<file path="src/rtl/r_reorder_stage.sv">
// ---------------------------------------------------------------------------
// r_reorder_stage
//
// Purpose:
//   Puts R-channel response beats back into request order. Beats come back
//   from the downstream slaves out of order. Each beat carries the tag that
//   the AR-side allocator gave it. A beat is parked in the slot that its tag
//   selects. Beats leave strictly in ascending tag order, wrapping from
//   NSLOT-1 to 0, towards the outgoing response buffer.
//
// Ports:
//   clk        clock
//   rst        synchronous reset, active low
//   in_valid   incoming beat valid
//   in_ready   incoming beat accepted (its target slot is empty)
//   in_id      AXI ID of incoming beat
//   in_data    read data of incoming beat
//   in_resp    RRESP of incoming beat
//   in_last    RLAST of incoming beat (carried through unmodified)
//   in_tagid   order tag of incoming beat
//   out_valid  in-order beat available at the head slot
//   out_ready  downstream buffer accepts the head beat
//   out_id     released beat: AXI ID
//   out_data   released beat: read data
//   out_resp   released beat: RRESP
//   out_last   released beat: RLAST
//   out_tagid  released beat: tag (always equal to head_tag)
//   head_tag   next tag to release; the allocator uses it for its free-slot check
//   occupancy  number of slots currently held (0..NSLOT)
//   dup_err    one-cycle pulse when a beat first stalls on an occupied slot
// ---------------------------------------------------------------------------
module r_reorder_stage #(
    parameter int ID_WIDTH   = 4,
    parameter int DATA_WIDTH = 64,
    parameter int RESP_WIDTH = 2,
    parameter int TAG_WIDTH  = 4
) (
    input  logic                  clk,
    input  logic                  rst,
    input  logic                  in_valid,
    output logic                  in_ready,
    input  logic [ID_WIDTH-1:0]   in_id,
    input  logic [DATA_WIDTH-1:0] in_data,
    input  logic [RESP_WIDTH-1:0] in_resp,
    input  logic                  in_last,
    input  logic [TAG_WIDTH-1:0]  in_tagid,
    output logic                  out_valid,
    input  logic                  out_ready,
    output logic [ID_WIDTH-1:0]   out_id,
    output logic [DATA_WIDTH-1:0] out_data,
    output logic [RESP_WIDTH-1:0] out_resp,
    output logic                  out_last,
    output logic [TAG_WIDTH-1:0]  out_tagid,
    output logic [TAG_WIDTH-1:0]  head_tag,
    output logic [TAG_WIDTH:0]    occupancy,
    output logic                  dup_err
);

    localparam int NSLOT = 1 << TAG_WIDTH;
    localparam int PW    = ID_WIDTH + DATA_WIDTH + RESP_WIDTH + 1;

    // Slot payload storage. It is not reset: the occupancy bitmap alone
    // decides whether an entry means anything.
    logic [PW-1:0]        r_slot [NSLOT];
    logic [NSLOT-1:0]     r_occ;
    logic [TAG_WIDTH-1:0] r_head;
    logic [TAG_WIDTH:0]   r_occupancy;
    logic                 r_dup_err;
    logic                 r_stalled;
    logic [TAG_WIDTH-1:0] r_stall_tag;

    logic w_wr;
    logic w_rel;
    logic w_stall;

    // A beat is only accepted into an empty slot. A beat whose tag equals
    // the head that is leaving this cycle therefore waits one cycle: the
    // occupancy bit of the head is still set until the edge.
    assign in_ready = ~r_occ[in_tagid];
    assign w_wr     = in_valid & ~r_occ[in_tagid];
    assign w_stall  = in_valid & r_occ[in_tagid];
    assign w_rel    = r_occ[r_head] & out_ready;

    // The outputs depend only on registered state. There is no path from
    // in_* to out_*.
    assign out_valid = r_occ[r_head];
    assign {out_id, out_data, out_resp, out_last} = r_slot[r_head];
    assign out_tagid = r_head;
    assign head_tag  = r_head;
    assign occupancy = r_occupancy;
    assign dup_err   = r_dup_err;

    always_ff @(posedge clk) begin
        if (w_wr) begin
            r_slot[in_tagid] <= {in_id, in_data, in_resp, in_last};
        end
    end

    // Per-slot occupancy flags. A write and a release never hit the same
    // slot in one cycle: a write needs the slot empty, a release needs it
    // full.
    genvar gi;
    generate
        for (gi = 0; gi < NSLOT; gi++) begin : g_occ
            always_ff @(posedge clk) begin
                if (!rst) begin
                    r_occ[gi] <= 1'b0;
                end else if (w_wr && (in_tagid == TAG_WIDTH'(gi))) begin
                    r_occ[gi] <= 1'b1;
                end else if (w_rel && (r_head == TAG_WIDTH'(gi))) begin
                    r_occ[gi] <= 1'b0;
                end
            end
        end
    endgenerate

    always_ff @(posedge clk) begin
        if (!rst) begin
            r_head      <= '0;
            r_occupancy <= '0;
        end else begin
            if (w_rel) begin
                r_head <= r_head + 1'b1;   // natural wrap at NSLOT
            end
            case ({w_wr, w_rel})
                2'b10:   r_occupancy <= r_occupancy + 1'b1;
                2'b01:   r_occupancy <= r_occupancy - 1'b1;
                default: r_occupancy <= r_occupancy;
            endcase
        end
    end

    // dup_err fires only on the first cycle of a stall. Holding the same
    // beat on the same tag does not fire it again. Dropping in_valid or
    // changing the tag rearms it.
    always_ff @(posedge clk) begin
        if (!rst) begin
            r_dup_err   <= 1'b0;
            r_stalled   <= 1'b0;
            r_stall_tag <= '0;
        end else begin
            r_dup_err   <= w_stall & ~(r_stalled & (r_stall_tag == in_tagid));
            r_stalled   <= w_stall;
            r_stall_tag <= in_tagid;
        end
    end

endmodule

</file>
<file path="config.mk">
export PLATFORM = sky130hd
export DESIGN_NAME = r_reorder_stage
export DESIGN_NICKNAME = d
export VERILOG_FILES = /design/src/rtl/r_reorder_stage.sv
export SDC_FILE = /design/constraint.sdc
export NUM_CORES = 1
export LEC_CHECK = 0
export CAP_MARGIN = 20
export CORE_ASPECT_RATIO = 0.8
export CORE_UTILIZATION = 45
export DETAILED_ROUTE_END_ITERATION = 6
export SYNTH_ARGS = -nofsm -noshare
export SYNTH_HDL_FRONTEND = slang
export SYNTH_SLANG_ARGS = --single-unit
</file>
<file path="constraint.sdc">
create_clock -name clk -period 5.2 [get_ports clk]
set_input_delay 0.52 -clock clk [delete_from_list [all_inputs] [get_ports clk]]
set_output_delay 0.52 -clock clk [all_outputs]
set_load 0.01 [all_outputs]
</file>
Yosys cells after proc, flatten, opt, wreduce, memory -nomap -nowiden:

Memory sizes are Yosys's and may differ from the RTL's. A register that Yosys moved wholly into a read port is not among the register bits.
Cells that the tools add are included.

* bits in registers: 31
* input port bits: 79
* output and inout bits: 87
* memories: 1
* RAM bits: 1136
* word-level logic and storage cells: 159

Memory list
* r_slot: depth 16, bits a word 71, rd ports 1, clocked after memory_dff 1, wr ports 1, line 64 `logic [PW-1:0] r_slot [NSLOT];`

* reductions and logical operators: 51
* equality and inequality tests: 33
* magnitude comparators: 2
* bitwise logic cells: 7
* mux-type cells: 41
* add/sub/neg operators: 3

Operators by type and width (count)
* equality test 4 bit (second input constant): 16
* two-way mux 1 bit: 36
* nonzero test 2 bit: 17
* equality test 4 x 3 -> 1 bit (second input constant): 8
* logical AND 1 bit: 32
* equality test 4 x 2 -> 1 bit (second input constant): 4
* less-than comparator 4 x 5 -> 1 bit (second input constant): 2
* one-hot mux 5 bit (2 select lines): 1
* binary-select mux 1 bit (select 4 bit): 2
* equality test 4 x 1 -> 1 bit (second input constant): 2
* zero test 4 bit: 2
* two-way mux 4 bit: 2
* adder 5 x 1 -> 5 bit (second input constant): 1
* bitwise AND 1 bit: 5
* subtractor 5 x 1 -> 5 bit (second input constant): 1
* adder 4 x 1 -> 4 bit (second input constant): 1
* equality test 4 bit: 1
* equality test 2 x 1 -> 1 bit (second input constant): 1
* equality test 2 bit (second input constant): 1
* NOT 1 bit: 2

Longest topological paths before layout:

Gate-level depths: netlist of run 1.

* depth in word-level cells: 6
* mapped depth: 16
* depth with buffers taken out: 13

Worst setup path after synthesis of run 1:

OpenSTA, ideal clock, no wires.

* path kind: input to register
* from: input port in_tagid[1]
* to: register r_occ[4]
* buffers on the path: 1
* data required time: 5120 ps
* library setup time: 80 ps
* stages: 6
* arrival time: 5155 ps
* slack: -35 ps
* path through: clkbuf_1 -> mux4_2 -> or3b_4 -> nor2_1 -> o21ai_0 -> a21oi_2

* longest elaborated chain between the ends: 6
* elaborated cells on any way between the ends: 8
* classes of those cells: 1 x eq/ne; 3 x mux; 2 x bitwise; 2 x reduce/logical

Ends and longest elaborated chain
* start, declared: line 46 `input logic [TAG_WIDTH-1:0] in_tagid,`
* binary-select mux 1 bit (select 4 bit): line 80 `assign w_wr = in_valid & ~r_occ[in_tagid];`
* two-way mux 1 bit (not written as such): line 80
* NOT 1 bit: line 80
* bitwise AND 1 bit: line 80
* logical AND 1 bit (*): line 108 `end else if (w_wr && (in_tagid == TAG_WIDTH'(gi))) begin`
* two-way mux 1 bit / nonzero test 2 bit (equally long branches)
* end signal, assigned by index: line 107 `r_occ[gi] <= 1'b0;`
* end signal, assigned by index: line 109 `r_occ[gi] <= 1'b1;`
* end signal, assigned by index: line 111 `r_occ[gi] <= 1'b0;`
* end, declared: line 65 `logic [NSLOT-1:0] r_occ;`

Every way passes the cells marked *; elsewhere a longest branch is shown, timed or not. The select of a mux whose other input is x is not followed.
A chain may end at the register's enable or synchronous reset.

==> results of run 1 <==
## sequential cells by signal, summed over array words and instances, names as in the netlist, named ones only
| name | count |
|---|---|
| dup_err | 1 |
| head_tag | 4 |
| occupancy | 5 |
| r_occ | 16 |
| r_slot | 1136 |
| r_stall_tag | 4 |
| r_stalled | 1 |
## power by group through the flow
stage               Clock (W)  Combinational [W]  Sequential [W]
finish                0.00794           0.000578          0.0105
global route          0.00848           0.000624          0.0105
CTS                   0.00811           0.000590          0.0105
detailed placement          0           0.000589          0.0107
global placement            0           0.000568          0.0107
floorplan                   0           0.000271          0.0107
## kinds of logic after synthesis
group                    after synthesis
flip-flops                          1171
multiplexers                         375
buffers and inverters                104
AND/OR/NAND/NOR                       85
AO/OA/AOI/OAI                         50
XOR/XNOR                               9
adder cells (fa/ha/maj)                8
## layout make-up
class,instances,area [µm²],share of cell area (%)
clock buffer,142,3020,5.83
inverter,8,37.5,0.0724
antenna,2,5.00,0.00966
clock inverter,65,562,1.08
sequential,1171,34800,67.2
timing repair buffer,223,2440,4.72
tap,1300,1630,3.14
multi-input combinational,527,9300,17.9
## stage by stage
step                util (%)  cells  area (µm²)  power [W]  worst slack (ps)
finish                  53.2   3438       51800     0.0190              1010
CTS                     53.1   3435       51800     0.0192               827
global placement        49.5   3228       48200     0.0113               831
floorplan                  -   1802       44600     0.0110             -35.3
detailed placement      49.5   3228       48200     0.0113               915
global route            53.1   3436       51800     0.0196               749
## how the worst min path moves through the flow
stage / from / endpoint / slack (ps) / depth (start not counted)
final: occupancy[4]$_SDFFE_PN0P_ / occupancy[4]$_SDFFE_PN0P_ / 480 / 2
after global routing: occupancy[4]$_SDFFE_PN0P_ / occupancy[4]$_SDFFE_PN0P_ / 520 / 2
after CTS: occupancy[4]$_SDFFE_PN0P_ / occupancy[4]$_SDFFE_PN0P_ / 480 / 2
after detailed placement: occupancy[4]$_SDFFE_PN0P_ / occupancy[4]$_SDFFE_PN0P_ / 470 / 2
after global placement: occupancy[4]$_SDFFE_PN0P_ / occupancy[4]$_SDFFE_PN0P_ / 460 / 2
after floorplan: r_occ[11]$_SDFFE_PN0P_ / r_occ[11]$_SDFFE_PN0P_ / 450 / 2
## tightest hold or removal path, cell delays in order (launching register included)
cell     delay (ps)
dfxtp_1         320
nand2_1          60
mux2i_1          50
## per-layer routing
layer | up-vias | track usage [%] | wire length (µm)
li1 | 8293 | - | -
met4 | 8 | 3.56 | 1300
met5 | - | 0 | 49
met1 | 10836 | 28.0 | 41900
met2 | 572 | 32.1 | 48800
met3 | 94 | 3.75 | 5300
## synthesized netlist by cell type, types with 5 or more instances
library cell / number / area (µm²)
a21oi_2: 6 / 52.6
a31oi_1: 6 / 37.5
and2_1: 5 / 31.3
buf_1: 8 / 30.0
buf_4: 26 / 195
buf_6: 11 / 124
clkbuf_1: 46 / 173
dfxtp_1: 35 / 701
edfxtp_1: 1136 / 34100
ha_1: 8 / 100
inv_1: 8 / 30.0
mux2i_1: 15 / 150
mux4_2: 360 / 8110
nand2_1: 22 / 82.6
nand2b_1: 5 / 31.3
nand3_1: 9 / 45.0
nor2_1: 24 / 90.1
o21ai_0: 18 / 90.1
xor2_1: 7 / 61.3
==> metrics.md, run 1 <==
| Metric | Value |
|---|---|
| Status | `complete, no violations` |
| Hold Worst Slack | `476 ps` |
| IO Count | `166` |
| Crit path largest cell delay | `730 ps` |
| Final Hold Vio Count | `0` |
| CP dominant cell by count | `mux4_2` |
| Reg2reg end | `occupancy[4]$_SDFFE_PN0P_` |
| Reg2reg setup slack | `1360 ps` |
| FILL cells | `7,449` |
| Most common cell after layout, fill and taps aside | `edfxtp_1` |
| Area grow syn2layout | `16.2%` |
| Synth Area in Adders | `0.224%` |
| Avg Inst Size Synth | `24.7 µm²` |
| Startpoint Class | `flip-flop` |
| Post-Synth XOR/XNOR Area | `0.177%` |
| Total gr overflow | `0` |
| Initial detailed-routing violation count | `1,701` |
| WL/cell | `28.3 µm` |
| CP Buf/Inv Count | `2` |
| Setup CP Type | `reg2out` |
| Worst Setup EP | `out_data[55]` |
| Htree depth | `3` |
| Clk network pwr share | `41.7%` |
| Register bit total from synthesis | `1,171` |
| Residual DRC | `0` |
| Initial Utilization | `45.7%` |
| Worst clock skew | `26.4 ps` |
| Total CTS buffers | `112` |
| Clk sinks | `1,171` |
| Cell row count | `102` |
| Critical path endpoint category | `output pin` |
| Largest net degree at the start of global routing | `74` |
| Internal power | `0.0153 W` |
| WP data required | `4680 ps` |
| Worst vdd ir | `0.000260 V` |
| Routed Antenna Nets | `0` |
| Setup-failing EPs final | `0` |
| Register area share after synthesis | `78.1%` |
| DIE HEIGHT | `284 µm` |
| Vias in the first global route | `21,147` |
| P per Cell Area | `367 mW/mm²` |
| Placer Congestion | `0.769` |
| Most frequent cells in the layout | `1,136 x edfxtp_1, 360 x mux4_2, 165 x clkdlybuf4s50_1` |
| Predominant post-synthesis flop cell | `edfxtp_1` |
| Core area | `0.0975 mm²` |
| Min Tclk post-route | `4190 ps` |
| Async set or reset register ratio after synthesis | `0%` |
| Cell area after synthesis | `0.0446 mm²` |
| Crit-path leading delay family | `buffers and inverters` |
| Logic pwr share | `3.0%` |
| Post-Syn Instances | `1,802` |
| Complex-gate fraction of the synthesized area | `0.763%` |
| Synth Area in Simple Gates | `0.959%` |
| Port bufs | `165` |
| Switch share | `19.8%` |
| Post-Route WL | `97,400 µm` |
| Worst min path class | `reg2reg` |
| Maxcap violations | `0` |
| Max clock buf depth | `3` |
| Crit. path cell count | `4` |
| CP max FO | `30` |
| Psw | `0.00377 W` |
| All-Layer GR Usage | `19.6%` |
| Post-synth EDFFs | `1,136` |
| Worst R2R Start | `head_tag[1]$_SDFFE_PN0P_` |
| Setup TNS | `0 ps` |
| Post-CTS Setup Bufs | `0` |
| Post-CTS Hold Buffers | `0` |
| CTS tree | `done` |
| Detail Placement HPWL | `50,600 µm` |
| Die Area | `0.100 mm²` |
| Reg power frac | `55.3%` |
| Post-synthesis net count | `1,889` |
| Reg2Reg Depth | `14` |
| First-pass GRT wire length | `143,000 µm` |
| CTS clk-pin slew, worst paths | `60 ps` |
| Layout cells sized above 1 | `28.7%` |
| Unique masters post-synth | `48` |
| Largest family of logic cells by synthesized area | `multiplexers` |
| Fmax | `238 MHz` |
| Crit share post-route | `80.7%` |
| Mux share of post-synthesis cell area | `18.5%` |
| Die X | `354 µm` |
| Actual slew at the worst max-slew pin | `976 ps` |
| Max stage delay cell, worst path | `dfxtp_4` |
| Slew Limit Fails | `0` |
| Unrepaired setup endpoints after global routing | `false` |
| Via count | `19,803` |
| Vias per cell | `5.76` |
| Final #Nets | `2,130` |
| CTS root buf | `clkbuf_16` |
| Slew margin rel. | `34.8%` |
| Crit-path cells | `buf_4, mux4_2, mux4_2, clkdlybuf4s50_1` |
| Leak pwr | `15.6 nW` |
| Initial antenna violation count | `6` |
| Pre-antenna DRT Iters | `5` |
| Worst-skew pair later-pin latency | `680 ps` |
| Synthesis Warnings | `0` |
| Crit path DAT | `3670 ps` |
| Post-CTS Resized | `0` |
Note: power is estimated with default switching activity, not from simulation.
==> run 2: changes to the inputs <==
clock period = 4.1 ns   (was 5.2 ns; I/O delays follow)
==> run 2 against run 1 <==
Effect of this change:
- non-clock buffer count rose by 15
- count of clock-buffer cells in the layout unchanged
- register-to-register slack worse by 540 ps
- worst hold slack better by 6.1 ps
- critical path type unchanged
- largest power group unchanged
==> metrics.md, run 2 (synthesized netlist as in run 1, its figures left out) <==
| Metric | Value |
|---|---|
| Clk sinks | `1,171 (unchanged)` |
| Worst min path class | `reg2reg (unchanged)` |
| P per Cell Area | `461 mW/mm² (was 367 mW/mm²)` |
| Max stage delay cell, worst path | `mux4_2 (was dfxtp_4)` |
| Total gr overflow | `0 (unchanged)` |
| Largest register by flop count | `r_slot (unchanged)` |
| Initial Utilization | `45.7% (unchanged)` |
| Port bufs | `165 (unchanged)` |
| Tot Pwr | `0.0240 W (was 0.0190 W)` |
| CP dominant cell by count | `mux4_2 (unchanged)` |
| DIE HEIGHT | `284 µm (unchanged)` |
| Logic pwr share | `3.1% (was 3.0%)` |
| Worst clock skew | `18.3 ps (was 26.4 ps)` |
| Internal power | `0.0192 W (was 0.0153 W)` |
| Post-Route WL | `98,300 µm (was 97,400 µm)` |
| Crit path largest cell delay | `560 ps (was 730 ps)` |
| Vias in the first global route | `20,794 (was 21,147)` |
| Hold Crit Endpoint | `occupancy[4]$_SDFFE_PN0P_ (unchanged)` |
| Initial antenna violation count | `10 (was 6)` |
| Die X | `354 µm (unchanged)` |
| Worst-skew pair later-pin latency | `680 ps (about the same)` |
| Reg2reg setup slack | `820 ps (was 1360 ps)` |
| CTS clk-pin slew, worst paths | `60 ps (about the same)` |
| Post-CTS Setup Bufs | `0 (unchanged)` |
| Placer Congestion | `0.783 (was 0.769)` |
| Most frequent cells in the layout | `1,136 x edfxtp_1, 360 x mux4_2, 165 x clkdlybuf4s50_1 (unchanged)` |
| Vias per cell | `5.76 (about the same)` |
| Core area | `0.0975 mm² (unchanged)` |
| Worst vdd ir | `0.000330 V (was 0.000260 V)` |
| Worst R2R Start | `head_tag[1]$_SDFFE_PN0P_ (unchanged)` |
| Final Hold Vio Count | `0 (unchanged)` |
| Pre-antenna DRT Iters | `5 (unchanged)` |
| Via count | `19,890 (was 19,803)` |
| Slew margin rel. | `45.6% (was 34.8%)` |
| WL/cell | `28.5 µm (was 28.3 µm)` |
| Actual slew at the worst max-slew pin | `814 ps (was 976 ps)` |
| Non-Filler Instances | `3,453 (was 3,438)` |
| Final #Nets | `2,146 (was 2,130)` |
| Switch share | `19.9% (was 19.8%)` |
| DP Cell Count | `3,243 (was 3,228)` |
| Htree depth | `3 (unchanged)` |
| First-pass GRT wire length | `144,000 µm (was 143,000 µm)` |
| Hold path startpoint | `occupancy[4]$_SDFFE_PN0P_ (unchanged)` |
| Crit path DAT | `3430 ps (was 3670 ps)` |
| Leak pwr | `15.7 nW (was 15.6 nW)` |
| Crit share post-route | `93.6%` |
| Reg power frac | `55.5% (was 55.3%)` |
| Worst setup margin | `263 ps (was 1010 ps)` |
| WP data required | `3690 ps (was 4680 ps)` |
| Max clock buf depth | `3 (unchanged)` |
| Hold-critical path depth | `2 (unchanged)` |
| Routed Antenna Nets | `0 (unchanged)` |
| Initial detailed-routing violation count | `1,751 (was 1,701)` |
| Setup-failing EPs final | `0 (unchanged)` |
| Unrepaired setup endpoints after global routing | `false (unchanged)` |
| Post-CTS Hold Buffers | `0 (unchanged)` |
| Crit-path leading delay family | `multiplexers (was buffers and inverters)` |
| Clk network pwr share | `41.3% (was 41.7%)` |
| Detail Placement HPWL | `51,000 µm (was 50,600 µm)` |
| Maxcap violations | `0 (unchanged)` |
| Met1 usage | `28.4% (was 28.0%)` |
| Residual DRC | `0 (unchanged)` |
| IO Count | `166 (unchanged)` |
| CP max FO | `19 (was 30)` |
| Slew Limit Fails | `0 (unchanged)` |
| Hold Worst Slack | `482 ps (was 476 ps)` |
| Placement Setup Slack | `187 ps (was 915 ps)` |
| GRT met2 Usage | `31.9% (was 32.1%)` |
| Most common cell after layout, fill and taps aside | `edfxtp_1 (unchanged)` |
| Critical path endpoint category | `output pin (unchanged)` |
| All-Layer GR Usage | `19.8% (was 19.6%)` |
| Cell row count | `102 (unchanged)` |
| CTS root buf | `clkbuf_16 (unchanged)` |
| Reg2Reg Depth | `13 (was 14)` |
| Setup TNS | `0 ps (unchanged)` |
| CTS tree | `done (unchanged)` |
| Total CTS buffers | `113 (was 112)` |
| Max reg flops | `1,136 (unchanged)` |
| Min Tclk post-route | `3840 ps` |
| Status | `complete, no violations (unchanged)` |
| Largest net degree at the start of global routing | `74 (unchanged)` |
| Startpoint Class | `flip-flop (unchanged)` |
| Die Area | `0.100 mm² (unchanged)` |
| Setup CP Type | `reg2out (unchanged)` |
| Global-route layer with the greatest usage | `met2 (unchanged)` |
| Area grow syn2layout | `16.9% (was 16.2%)` |
| Reg2reg end | `occupancy[4]$_SDFFE_PN0P_ (unchanged)` |
| Post-CTS Resized | `0 (unchanged)` |
| Fmax | `261 MHz` |
| Psw | `0.00478 W (was 0.00377 W)` |
| GRT met3 Usage | `3.44% (was 3.75%)` |
| Crit-path cells | `buf_12, buf_4, mux4_2, mux4_2, clkdlybuf4s50_1 (was buf_4, mux4_2, mux4_2, clkdlybuf4s50_1)` |
| CP Buf/Inv Count | `3 (was 2)` |
| Layout cells sized above 1 | `28.7% (about the same)` |
## run 2: final cells by class
cell class | count | area, µm²
fillers | 7370 | 45300
flip-flops and latches | 1171 | 34800
multi-input cells | 527 | 9300
clock buffers | 142 | 2980
repair buffers | 238 | 2820
well taps | 1300 | 1630
clock inverters | 64 | 552
inverters | 8 | 37.5
diodes | 3 | 7.51
## run 2: worst reg2reg max path: stages, from the launching register on
cell	delay [ps]
dfxtp_1	630
mux2i_1	270
a22oi_1	110
nand3_1	200
o22a_1	320
inv_1	90
ha_1	240
xor2_1	150
ha_1	230
o21a_1	170
o21ai_0	150
nand2b_1	80
a211oi_1	350
mux2i_1	220
## run 2: how the worst max path moves through the flow
stage | from | endpoint | slack [ps] | cells past startpoint
CTS | flip-flop | out_data[33] | 160 | 5
floorplan | in_tagid[1] | r_occ[4]$_SDFFE_PN0P_ | -1030 | 6
detailed placement | in_tagid[0] | occupancy[4]$_SDFFE_PN0P_ | 190 | 13
global placement | in_tagid[0] | occupancy[4]$_SDFFE_PN0P_ | 110 | 13
finish | flip-flop | out_data[44] | 260 | 5
global route | flip-flop | out_data[41] | 110 | 5
## run 2: power by group through the flow
stage / registers (W) / logic, W / clock network, W
after floorplan: 0.0136 / 0.000345 / 0
after global placement: 0.0136 / 0.000742 / 0
after detailed placement: 0.0136 / 0.000765 / 0
after CTS: 0.0133 / 0.000768 / 0.0102
after global routing: 0.0133 / 0.000813 / 0.0106
final: 0.0133 / 0.000753 / 0.00993
## run 2: per-layer routing
| layer | routed length [µm] | part of all wire [%] |
|---|---|---|
| met5 | 110 | 0.11 |
| met1 | 42700 | 43 |
| met3 | 4920 | 5.0 |
| met2 | 48800 | 50 |
| met4 | 1750 | 1.8 |
## run 2: metrics by stage
step | cell area (µm²) | utilization [%]
after global placement | 48600 | 49.8
after CTS | 52100 | 53.5
after floorplan | 44600 | -
final | 52200 | 53.5
after global routing | 52100 | 53.5
after detailed placement | 48600 | 49.8
==> run 3: changes to the inputs <==
CAP_MARGIN = 5   (was 20)
SKIP_LAST_GASP = 1   (was unset)
==> run 3 against run 2 <==
Effect of this change:
- global-route usage unchanged
- non-clock buffer count fell by 1
- first-iteration DRC count is 5.7% lower
- total power about the same
==> metrics.md, run 3 (synthesized netlist as in run 1, its figures left out) <==
| Metric | Value |
|---|---|
| Largest register by flop count | `r_slot (unchanged)` |
| Post-CTS Resized | `0 (unchanged)` |
| FILL cells | `7,374 (was 7,370)` |
| Cell row count | `102 (unchanged)` |
| Setup-failing EPs final | `0 (unchanged)` |
| Leak pwr | `15.7 nW (about the same)` |
| Most frequent cells in the layout | `1,136 x edfxtp_1, 360 x mux4_2, 165 x clkdlybuf4s50_1 (unchanged)` |
| Residual DRC | `0 (unchanged)` |
| Crit path DAT | `3430 ps (about the same)` |
| Unrepaired setup endpoints after global routing | `false (unchanged)` |
| Psw | `0.00478 W (about the same)` |
| CTS root buf | `clkbuf_16 (unchanged)` |
| Fmax | `261 MHz (about the same)` |
| Most common cell after layout, fill and taps aside | `edfxtp_1 (unchanged)` |
| Worst clock skew | `17.3 ps (was 18.3 ps)` |
| Startpoint Class | `flip-flop (unchanged)` |
| Post-CTS Setup Bufs | `0 (unchanged)` |
| WL/cell | `28.4 µm (was 28.5 µm)` |
| Internal power | `0.0192 W (about the same)` |
| Min Tclk post-route | `3840 ps (about the same)` |
| Actual slew at the worst max-slew pin | `1140 ps (was 814 ps)` |
| Routed Antenna Nets | `0 (unchanged)` |
| Worst-skew pair later-pin latency | `680 ps (about the same)` |
| DIE HEIGHT | `284 µm (unchanged)` |
| Clk sinks | `1,171 (unchanged)` |
| Placer Congestion | `0.783 (unchanged)` |
| All-Layer GR Usage | `19.8% (unchanged)` |
| Setup CP Type | `reg2out (unchanged)` |
| P per Cell Area | `461 mW/mm² (about the same)` |
| Post-CTS Hold Buffers | `0 (unchanged)` |
| Fin util | `53.5% (about the same)` |
| Die X | `354 µm (unchanged)` |
| CP max FO | `19 (unchanged)` |
| Worst min path class | `reg2reg (unchanged)` |
| Slew margin rel. | `23.5% (was 45.6%)` |
| CTS tree | `done (unchanged)` |
| Vias per cell | `5.73 (was 5.76)` |
| Largest net degree at the start of global routing | `74 (unchanged)` |
| Pre-antenna DRT Iters | `5 (unchanged)` |
| Clk network pwr share | `41.4% (was 41.3%)` |
| Initial detailed-routing violation count | `1,651 (was 1,751)` |
| Reg power frac | `55.5% (about the same)` |
| Critical path endpoint category | `output pin (unchanged)` |
| Final #Nets | `2,145 (was 2,146)` |
| Post-Route WL | `98,100 µm (was 98,300 µm)` |
| CTS clk-pin slew, worst paths | `60 ps (about the same)` |
| Total CTS buffers | `113 (unchanged)` |
| WP data required | `3690 ps (about the same)` |
| Detail Placement HPWL | `51,000 µm (unchanged)` |
| Switch share | `19.9% (about the same)` |
| Seq. cell area | `0.0348 mm² (unchanged)` |
| Worst vdd ir | `0.000331 V (was 0.000330 V)` |
| Htree depth | `3 (unchanged)` |
| Crit share post-route | `93.6% (about the same)` |
| Multi-input gate area | `0.00930 mm² (unchanged)` |
| Vias in the first global route | `20,794 (unchanged)` |
| Max clock buf depth | `3 (unchanged)` |
| Final Hold Vio Count | `0 (unchanged)` |
| Die Area | `0.100 mm² (unchanged)` |
| Initial Utilization | `45.7% (unchanged)` |
| Area grow syn2layout | `16.9% (about the same)` |
| Logic pwr share | `3.1% (about the same)` |
| Status | `complete, no violations (unchanged)` |
| First-pass GRT wire length | `144,000 µm (unchanged)` |
| Core area | `0.0975 mm² (unchanged)` |
| Slew Limit Fails | `0 (unchanged)` |
| Max reg flops | `1,136 (unchanged)` |
| Initial antenna violation count | `10 (unchanged)` |
| Port bufs | `165 (unchanged)` |
| Layout cells sized above 1 | `28.6% (was 28.7%)` |
| Maxcap violations | `0 (unchanged)` |
| Tot Pwr | `0.0240 W (about the same)` |
| Total gr overflow | `0 (unchanged)` |
| IO Count | `166 (unchanged)` |
| Via count | `19,770 (was 19,890)` |
-- run 3: through the flow --
step / instances / setup TNS [ps] / hold slack, ps / cell area, µm² / worst slack (ps)
finish: 3452 / 0 / 483 / 52100 / 263
global route: 3450 / 0 / 508 / 52100 / 108
CTS: 3449 / 0 / 468 / 52100 / 159
detailed placement: 3243 / 0 / 462 / 48600 / 187
global placement: 3243 / 0 / 467 / 48600 / 114
floorplan: 1802 / -373620 / 451 / 44600 / -1030
-- run 3: final timing paths --
path | slack (ps) | start | cells after the start | to
max | 260 | flip-flop | 5 | out_data[44]
min | 480 | occupancy[4]$_SDFFE_PN0P_ | 2 | occupancy[4]$_SDFFE_PN0P_
max reg2reg | 810 | head_tag[1]$_SDFFE_PN0P_ | 13 | occupancy[4]$_SDFFE_PN0P_
min reg2reg | 480 | occupancy[4]$_SDFFE_PN0P_ | 2 | occupancy[4]$_SDFFE_PN0P_
-- run 3: layer usage --
metal / vias to the layer above / GRT usage [%] / routed length, µm
li1: 8322 / - / -
met1: 10736 / 28.4 / 42300
met2: 562 / 31.9 / 48700
met3: 136 / 3.44 / 5340
met4: 14 / 4.45 / 1700
met5: - / 0 / 110
-- run 3: worst max-delay path, stage by stage (launching register included) --
cell and delay [ps]:
dfxtp_4 540, buf_12 260, buf_4 320, mux4_2 560, mux4_2 540, clkdlybuf4s50_1 500
-- run 3: cell type report --
type	count	area share (%)
Sequential cell	1171	66.8
Multi-Input combinational cell	527	17.8
Clock buffer	142	5.72
Timing Repair Buffer	237	5.36
Tap cell	1300	3.12
Clock inverter	64	1.06
Inverter	8	0.0720
Antenna cell	3	0.0144
-- run 3: power groups by stage --
| stage | Combinational, W | Clock, W | Sequential (W) |
|---|---|---|---|
| finish | 0.000749 | 0.00993 | 0.0133 |
| global route | 0.000810 | 0.0106 | 0.0133 |
| CTS | 0.000768 | 0.0102 | 0.0133 |
| detailed placement | 0.000765 | 0 | 0.0136 |
| global placement | 0.000742 | 0 | 0.0136 |
| floorplan | 0.000345 | 0 | 0.0136 |
